**src/rtl/can_crc_seq.sv**
```systemverilog
// can_crc_seq -- bit-serial CAN 2.0 CRC-15 sequencer.
//
// Takes destuffed frame bits (one i_bit_valid strobe per bit, starting at SOF),
// runs the CRC-15 LFSR over SOF..end of data, and decodes IDE/RTR/DLC on the fly
// to find where the protected field ends. In the CRC field it either presents
// the CRC bits MSB-first (TX) or collects the received CRC and compares (RX).
//
// Ports:
//   clk, rst_n      clock, asynchronous active-low reset
//   i_sof           SOF strobe, coincident with the SOF bit's i_bit_valid
//   i_bit_valid     one-cycle strobe per destuffed bit
//   i_bit           destuffed bit value
//   i_tx_mode       1 = emit CRC, 0 = check received CRC (latched at SOF)
//   i_abort         synchronous abort, wins over any simultaneous strobe
//   o_busy          frame in progress
//   o_crc_phase     high while in the CRC field
//   o_tx_crc_bit    CRC bit for the current CRC-field position
//   o_crc           computed CRC, frozen on entry to the CRC field
//   o_dlc           captured DLC (raw value)
//   o_done          one-cycle pulse after the 15th CRC bit
//   o_crc_err       RX CRC mismatch, valid with o_done, held until next SOF
module can_crc_seq #(
   parameter logic [14:0] CRC_POLY = 15'h4599,
   parameter logic [14:0] CRC_INIT = 15'h0000
) (
   input  logic        clk,
   input  logic        rst_n,
   input  logic        i_sof,
   input  logic        i_bit_valid,
   input  logic        i_bit,
   input  logic        i_tx_mode,
   input  logic        i_abort,
   output logic        o_busy,
   output logic        o_crc_phase,
   output logic        o_tx_crc_bit,
   output logic [14:0] o_crc,
   output logic [3:0]  o_dlc,
   output logic        o_done,
   output logic        o_crc_err
);

   typedef enum logic [2:0] {S_IDLE, S_HDR, S_DATA, S_CRC, S_DONE} state_t;

   state_t      state_q, state_d;
   logic [14:0] lfsr_q, lfsr_d;
   logic [6:0]  cnt_q, cnt_d;     // HDR: index of the incoming bit (SOF = 0); DATA/CRC: bits seen
   logic        tx_q, tx_d;
   logic        ide_q, ide_d;
   logic        rtr_q, rtr_d;
   logic [3:0]  dlc_q, dlc_d;
   logic [6:0]  dlen_q, dlen_d;   // data-field length in bits, 8..64
   logic [14:0] crc_q, crc_d;
   logic [14:0] rx_q, rx_d;
   logic        err_q, err_d;

   logic [14:0] lfsr_step, sof_step, rx_shift;
   logic [3:0]  dlc_new;
   logic [6:0]  data_bits;
   logic        hdr_last, in_dlc;

   assign lfsr_step = {lfsr_q[13:0], 1'b0}   ^ ((i_bit ^ lfsr_q[14])   ? CRC_POLY : 15'h0000);
   assign sof_step  = {CRC_INIT[13:0], 1'b0} ^ ((i_bit ^ CRC_INIT[14]) ? CRC_POLY : 15'h0000);
   assign rx_shift  = {rx_q[13:0], i_bit};

   // DLC arrives MSB first; on the last header bit the final nibble is not yet in dlc_q.
   assign dlc_new   = {dlc_q[2:0], i_bit};
   assign data_bits = rtr_q ? 7'd0 : (dlc_new[3] ? 7'd64 : {1'b0, dlc_new[2:0], 3'b000});
   assign hdr_last  = ide_q ? (cnt_q == 7'd38) : (cnt_q == 7'd18);
   assign in_dlc    = ide_q ? (cnt_q >= 7'd35 && cnt_q <= 7'd38)
                            : (cnt_q >= 7'd15 && cnt_q <= 7'd18);

   always_comb begin
      state_d = state_q;
      lfsr_d  = lfsr_q;
      cnt_d   = cnt_q;
      tx_d    = tx_q;
      ide_d   = ide_q;
      rtr_d   = rtr_q;
      dlc_d   = dlc_q;
      dlen_d  = dlen_q;
      crc_d   = crc_q;
      rx_d    = rx_q;
      err_d   = err_q;
      if (i_abort) begin
         state_d = S_IDLE;
         cnt_d   = '0;
      end else if (i_sof && i_bit_valid) begin
         // SOF restarts from any state; the SOF bit itself is bit 0 of the CRC sequence.
         state_d = S_HDR;
         lfsr_d  = sof_step;
         cnt_d   = 7'd1;
         tx_d    = i_tx_mode;
         ide_d   = 1'b0;
         rtr_d   = 1'b0;
         dlc_d   = '0;
         err_d   = 1'b0;
      end else begin
         case (state_q)
            S_HDR: if (i_bit_valid) begin
               lfsr_d = lfsr_step;
               cnt_d  = cnt_q + 7'd1;
               if (cnt_q == 7'd12) rtr_d = i_bit;           // standard RTR (or SRR, overwritten later)
               if (cnt_q == 7'd13) ide_d = i_bit;
               if (ide_q && cnt_q == 7'd32) rtr_d = i_bit;  // extended RTR
               if (in_dlc) dlc_d = dlc_new;
               if (hdr_last) begin
                  cnt_d = '0;
                  if (data_bits == 7'd0) begin
                     state_d = S_CRC;
                     crc_d   = lfsr_step;
                  end else begin
                     state_d = S_DATA;
                     dlen_d  = data_bits;
                  end
               end
            end
            S_DATA: if (i_bit_valid) begin
               lfsr_d = lfsr_step;
               cnt_d  = cnt_q + 7'd1;
               if (cnt_q == dlen_q - 7'd1) begin
                  state_d = S_CRC;
                  crc_d   = lfsr_step;
                  cnt_d   = '0;
               end
            end
            S_CRC: if (i_bit_valid) begin
               rx_d  = rx_shift;
               cnt_d = cnt_q + 7'd1;
               if (cnt_q == 7'd14) begin
                  state_d = S_DONE;
                  err_d   = !tx_q && (rx_shift != crc_q);
               end
            end
            S_DONE: begin
               state_d = S_IDLE;
               cnt_d   = '0;
            end
            default: ;
         endcase
      end
   end

   always_ff @(posedge clk or negedge rst_n) begin
      if (!rst_n) begin
         state_q <= S_IDLE;
         lfsr_q  <= CRC_INIT;
         cnt_q   <= '0;
         tx_q    <= 1'b0;
         ide_q   <= 1'b0;
         rtr_q   <= 1'b0;
         dlc_q   <= '0;
         dlen_q  <= '0;
         crc_q   <= '0;
         rx_q    <= '0;
         err_q   <= 1'b0;
      end else begin
         state_q <= state_d;
         lfsr_q  <= lfsr_d;
         cnt_q   <= cnt_d;
         tx_q    <= tx_d;
         ide_q   <= ide_d;
         rtr_q   <= rtr_d;
         dlc_q   <= dlc_d;
         dlen_q  <= dlen_d;
         crc_q   <= crc_d;
         rx_q    <= rx_d;
         err_q   <= err_d;
      end
   end

   assign o_busy       = (state_q != S_IDLE);
   assign o_crc_phase  = (state_q == S_CRC);
   // cnt_q stays in 0..14 while in the CRC field.
   assign o_tx_crc_bit = (state_q == S_CRC) ? crc_q[4'd14 - cnt_q[3:0]] : 1'b0;
   assign o_crc        = crc_q;
   assign o_dlc        = dlc_q;
   assign o_done       = (state_q == S_DONE);
   assign o_crc_err    = err_q;

endmodule
```
**config.mk**
```make
export PLATFORM = sky130hd
export DESIGN_NAME = can_crc_seq
export DESIGN_NICKNAME = d
export VERILOG_FILES = /design/src/rtl/can_crc_seq.sv
export SDC_FILE = /design/constraint.sdc
export NUM_CORES = 1
export LEC_CHECK = 0
export ABC_AREA = 1
export BUFFER_PORTS_ARGS = -buffer_cell sky130_fd_sc_hd__buf_2
export CORE_ASPECT_RATIO = 1.4
export CORE_MARGIN = 5
export CORE_UTILIZATION = 64
export CTS_CLUSTER_DIAMETER = 60
export DETAILED_ROUTE_END_ITERATION = 8
export PLACE_DENSITY = 0.83
export SLEW_MARGIN = 10
export SYNTH_ARGS = -nofsm -noshare
export SYNTH_HDL_FRONTEND = slang
export SYNTH_SLANG_ARGS = --single-unit
```
**constraint.sdc**
```tcl
create_clock -name clk -period 3.3 [get_ports clk]
set_clock_uncertainty 0.1 [all_clocks]
set_input_delay 0.33 -clock clk [delete_from_list [all_inputs] [get_ports clk]]
set_output_delay 0.33 -clock clk [all_outputs]
set_load 0.02 [all_outputs]
```
== Word-level counts from Yosys, hierarchy flattened ==
Index checks and enable logic that the tools add are counted.

* Output and inout bits: 24
* Word-level logic and storage cells: 130
* Register bits after elaboration: 69

* Order comparisons: 5
* Bitwise gates (word level): 5
* Reduce and logical (&&, ||, !) cells: 30
* Muxes and demuxes: 53
* $add $sub $neg: 3
* Equality and inequality tests: 23

{| class="wikitable"
|+ Operators with widths
! kind !! number
|-
| 15-bit two-way mux || 10
|-
| 7-bit two-way mux || 9
|-
| 15-bit one-hot mux with 2 select lines || 1
|-
| 7-bit one-hot mux with 4 select lines || 1
|-
| 3-bit two-way mux || 8
|-
| 4-bit AND reduction || 6
|-
| 7-bit by 4-bit == test with 1-bit output, second input constant || 3
|-
| 1-bit two-way mux || 18
|-
| 4-bit two-way mux || 4
|-
| 4-bit != test, second input constant || 4
|-
| 2-bit nonzero test || 8
|-
| 15-bit != test || 1
|-
| 15-bit XOR || 1
|-
| 7-bit by 6-bit == test with 1-bit output, second input constant || 2
|-
| 3-bit one-hot mux with 4 select lines || 1
|-
| 2-bit != test, second input constant || 5
|-
| 8-bit AND reduction || 1
|-
| 7-bit by 1-bit adder with 7-bit output, second input constant || 1
|-
| 7-bit by 5-bit == test with 1-bit output, second input constant || 1
|-
| 7-bit == test || 1
|-
| 7-bit by 4-bit >= comparator with 1-bit output, second input constant || 1
|-
| 7-bit by 6-bit >= comparator with 1-bit output, second input constant || 1
|-
| 7-bit by 5-bit <= comparator with 1-bit output, second input constant || 1
|-
| 7-bit by 6-bit <= comparator with 1-bit output, second input constant || 1
|-
| 21 further kinds || 29
|}

== Longest topological paths before layout ==
* Word-level depth: 9
* Gate-level depth with buffers: 13
* Mapped depth without buffers: 11

== Least setup slack after synthesis ==
No wires, ideal clock.

* Path kind: reg2out
* Start point: register cnt_q[0]
* End point: output o_tx_crc_bit
* Path buffers: 1
* Stages on the path, launching flop included: 10
* Slack: 0.927 ns
* Arrival: 1.943 ns
* Data required time: 2.870 ns
* Cells stage by stage: dfrtp_1 buf_2 clkinv_1 ha_1 inv_1 nand3_1 o21a_1 o211ai_1 nand2_1 nor2_1

* Cells in the longest elaborated chain, start to end: 4

{| class="wikitable"
|+ RTL lines
! what !! line !! source
|-
| start: declaration || 46 || <nowiki>logic [6:0] cnt_q, cnt_d;</nowiki>
|-
| start signal: assignment || 159 || <nowiki>cnt_q <= cnt_d;</nowiki>
|-
| 4-bit subtractor || 174 || <nowiki>assign o_tx_crc_bit = (state_q == S_CRC) ? crc_q[4'd14 - cnt_q[3:0]] : 1'b0;</nowiki>
|-
| 1-bit binary-select mux with 4-bit select || 174 ||
|-
| 1-bit two-way mux (not written as such) || 174 ||
|-
| 1-bit two-way mux || 174 ||
|-
| end: declaration || 35 || <nowiki>output logic o_tx_crc_bit,</nowiki>
|}

Every way passes these cells. The select of a mux whose other input is x is not followed.

== Final worst setup path ==
Same ends and word-level chain as after synthesis.

==> run summary <==
Arrival time at the worst endpoint - 2.59 ns
Fmax achieved - 331 MHz
Max clock buf depth - 2
Type of the most critical hold path - in2reg
FF+latch area - 0.00165 sq mm
Leftover overflow at the end of global routing - 0
Area Overhead vs Synth - 10.7%
Global-route wire length before repair - 15,700 um
TritonCTS clock tree - done
Final-report setup violation count - 0
Number of nets in the layout - 526
Nature of the critical path startpoint - register
Proportion of register bits with asynchronous set or reset after synthesis - 100%
Total global routing track utilization - 27.3%
Total count of max-transition violations in the final report - 0
Required time worst endpoint - 2.87 ns
Time the worst path needs with I/O delays and setup - 3.02 ns
Full die area - 0.00750 sq mm
Total of flip-flops plus latches after synthesis - 66
Power density over the cells - 687 mW/mm^2
Core Footprint - 0.00578 sq mm
Area taken by multi-input logic gates - 0.00187 sq mm
Number of instances in the placed design - 572
Residual antenna-violating net count after detailed routing - 0
Top-Level Pins - 31
Total clock buffers created by CTS - 9
Worst path most repeated cell - sky130_fd_sc_hd__nand2_1
Net count of the mapped netlist - 491
Syn_area_per_cell - 7.82 sq um
Final weighted congestion in routability-driven placement - 0.928
Unrepaired setup endpoints after global routing - false
Detailed router's first-iteration violation count - 252
Warnings from Yosys - 0
Crit path capture type - primary output
Sum Neg Setup Slack - 0 ns
Area of the mapped netlist - 0.00374 sq mm
Root Buffer Master - sky130_fd_sc_hd__clkbuf_8
Critical path buffer and inverter count - 3
Sequential area share after synthesis - 44.1%
Register share of total power - 40.9%
Clock Sink Count - 66
Clock latency reported for the late side of the worst-skew pair - 0.35 ns
Antenna violations before repair - 0
IR drop worst, VDD - 0.404 mV
Library cell contributing the largest single delay on the critical path - sky130_fd_sc_hd__dfrtp_1
Net switching component of the power - 0.00116 W
Initial standard-cell utilization of the core - 64.8%
Vertical extent of the die - 101 um
Final worst-path cycle share - 91.4%
Worst setup path category - reg2out
Number of enable flip-flop cells after synthesis - 0
Number of failing hold endpoints at the final stage - 0
Cell-internal power - 0.00169 W
Synth Instances - 479
DRC violation count after routing - 0
Cell leakage power - 2.20 nW
Placed wire-length estimate after detailed placement - 6850 um
Final routed wire length divided by cell count - 15.9 um
Worst Hold Slack - 0.0873 ns
Wire length after detailed routing - 9380 um
Clock share of power - 23.8%
Combinational power share - 35.4%
Count of input and output buffers - 30
Overall power after layout - 0.00285 W
Pin count of the biggest net entering global routing - 43
Slew @ Worst Pin - 0.595 ns
Max FO, Critical Path - 14
Non-filler instance count after layout - 589
Critical path cell sequence - clkinv_1 > ha_1 > inv_1 > o21ai_0 > o22ai_1 > nand2_1 > o211ai_1 > nand2_1 > nor2_1 > buf_2
Resize count post-CTS - 0
Delay-heaviest family, CP - buffers and inverters
Number of levels the H-tree was split into - 3
Number of diodes - 0
Switching fraction of total power - 40.7%
Worst setup timing slack at the placement stage - 0.674 ns
Main flop type after synthesis - sky130_fd_sc_hd__dfrtp_1
Vias in the first global route - 3,305
Placement row count - 33
Crit-path max cell delay - 0.59 ns
Clock-pin slew of the registers on the worst-case setup and hold paths - 0.07 ns
Fraction of layout cells with a size suffix above 1 - 13.7%
Number of optimization iterations in the first detailed-route pass - 5
Library cells used by synthesis - 34
Via count normalized by instance count - 5.81
Max Cap Violations - 0
Setup slack after layout - 0.283 ns
Outcome - completed
Horizontal die dimension - 74.7 um
Via count of the routed design - 3,424
Slew margin rel. - 60.3%
Fillers - 463
[timing repair]
action                    in CTS  in global routing
hold buffers                   1                  0
hold endpoints to repair      24                  0
setup buffers                  0                  0
[path summary, 6_finish.rpt]
kind / startpoint / end / cells past startpoint / slack, ns
max: cnt_q[0]$_DFFE_PN0P_ / o_tx_crc_bit / 10 / 0.28
min: i_tx_mode / tx_q$_DFFE_PN0P_ / 3 / 0.09
max reg2reg: cnt_q[0]$_DFFE_PN0P_ / o_crc[10]$_DFFE_PN0P_ / 11 / 0.80
min reg2reg: o_dlc[3]$_DFFE_PN0P_ / o_dlc[3]$_DFFE_PN0P_ / 2 / 0.37
max in group asynchronous: rst_n / o_crc[4]$_DFFE_PN0P_ / 3 / 1.75
min in group asynchronous: rst_n / cnt_q[6]$_DFFE_PN0P_ / 2 / 0.41
[sequential cells by signal, summed over array words and instances, names as in the netlist]
register,count
state_q,3
o_crc_err,1
ide_q,1
rtr_q,1
tx_q,1
lfsr_q,15
o_dlc,4
dlen_q,4
cnt_q,7
rx_q,14
o_crc,15
[cell type report]
class	count	share of cell area (%)
Tap cell	70	2.11
Sequential cell	66	39.8
Clock inverter	4	1.24
Multi-Input combinational cell	360	45.1
Inverter	44	3.98
Timing Repair Buffer	33	4.22
Clock buffer	12	3.50
[worst reg2reg max path: stages (launching register included)]
cell and delay (ns):
sky130_fd_sc_hd__dfrtp_1 0.59, sky130_fd_sc_hd__clkinv_1 0.34, sky130_fd_sc_hd__ha_1 0.32, sky130_fd_sc_hd__nand2_1 0.06
sky130_fd_sc_hd__inv_1 0.03, sky130_fd_sc_hd__nand3_1 0.11, sky130_fd_sc_hd__nand2_2 0.11, sky130_fd_sc_hd__nand4_2 0.08
sky130_fd_sc_hd__nand2_2 0.20, sky130_fd_sc_hd__nand2_2 0.31, sky130_fd_sc_hd__nand2_1 0.09, sky130_fd_sc_hd__nand2_1 0.08
[per-stage QoR]
stage          utilization, %  area (sq um)
2_1_floorplan               -          3740
3_3_place_gp             68.2          3940
3_5_place_dp             68.2          3940
4_1_cts                  71.7          4150
5_1_grt                  71.7          4150
6_report                 71.7          4150
[cells by family (layout without fill, tap and decap cells)]
family          Yosys count  after routing  share of synthesized area [%]
compound gates           51             51                           8.19
simple gates            269            269                           30.7
flops                    66             66                           44.1
buf+inv                  53             93                           5.95
mux                      11             11                           3.31
xor+xnor                 24             24                           6.11
fa+ha+maj                 5              5                           1.67
[routing by layer]
| metal | routed length (um) | share of wire [%] | vias to the layer above | track usage, % |
|---|---|---|---|---|
| li1 | - | - | 1630 | - |
| met3 | 369 | 3.9 | 36 | 3.79 |
| met2 | 4900 | 52 | 118 | 45.4 |
| met4 | 418 | 4.5 | 0 | 13.6 |
| met1 | 3690 | 39 | 1640 | 34.2 |
| met5 | 0 | 0 | - | 0 |
[cell usage after synthesis, types with 2 or more instances]
cell type / count / area [sq um]
sky130_fd_sc_hd__nand3b_1: 5 / 37.5
sky130_fd_sc_hd__mux2_2: 11 / 124
sky130_fd_sc_hd__nor2_2: 4 / 25.0
sky130_fd_sc_hd__nand2_2: 4 / 25.0
sky130_fd_sc_hd__a22oi_1: 3 / 22.5
sky130_fd_sc_hd__inv_2: 3 / 11.3
sky130_fd_sc_hd__nor3_1: 3 / 15.0
sky130_fd_sc_hd__ha_1: 5 / 62.6
sky130_fd_sc_hd__xnor2_1: 15 / 131
sky130_fd_sc_hd__inv_1: 40 / 150
sky130_fd_sc_hd__nand2_1: 146 / 548
sky130_fd_sc_hd__dfrtp_1: 66 / 1650
sky130_fd_sc_hd__o31ai_1: 6 / 45.0
sky130_fd_sc_hd__buf_6: 2 / 22.5
sky130_fd_sc_hd__nand4_1: 10 / 62.6
sky130_fd_sc_hd__nor2_1: 46 / 173
sky130_fd_sc_hd__o21ai_0: 15 / 75.1
sky130_fd_sc_hd__clkbuf_1: 2 / 7.51
sky130_fd_sc_hd__xor2_1: 8 / 70.1
sky130_fd_sc_hd__buf_2: 4 / 20.0
sky130_fd_sc_hd__nand3_1: 50 / 250
sky130_fd_sc_hd__a21oi_1: 19 / 95.1
[layout by cell type, fill, tap and decap left out, drive strengths merged, types with 3 or more instances in the layout]
cell    instances
nand3          50
buf            32
o31ai           6
nor2           50
clkbuf         12
ha              5
o21ai          15
nand4          11
clkinv          3
xor2            9
dfrtp          66
nor3            3
nand3b          5
nand2         150
a21oi          20
inv            43
xnor2          15
mux2           11
a22oi           3
[power groups by stage]
| stage | combinational [W] | sequential (W) | clock [W] |
|---|---|---|---|
| global route | 0.00115 | 0.00119 | 0.000719 |
| detailed placement | 0.000991 | 0.00117 | 0 |
| global placement | 0.000961 | 0.00116 | 0 |
| finish | 0.00101 | 0.00116 | 0.000677 |
| CTS | 0.00100 | 0.00116 | 0.000689 |
| floorplan | 0.000745 | 0.00114 | 0 |
Note: power is estimated with default switching activity, not from simulation.
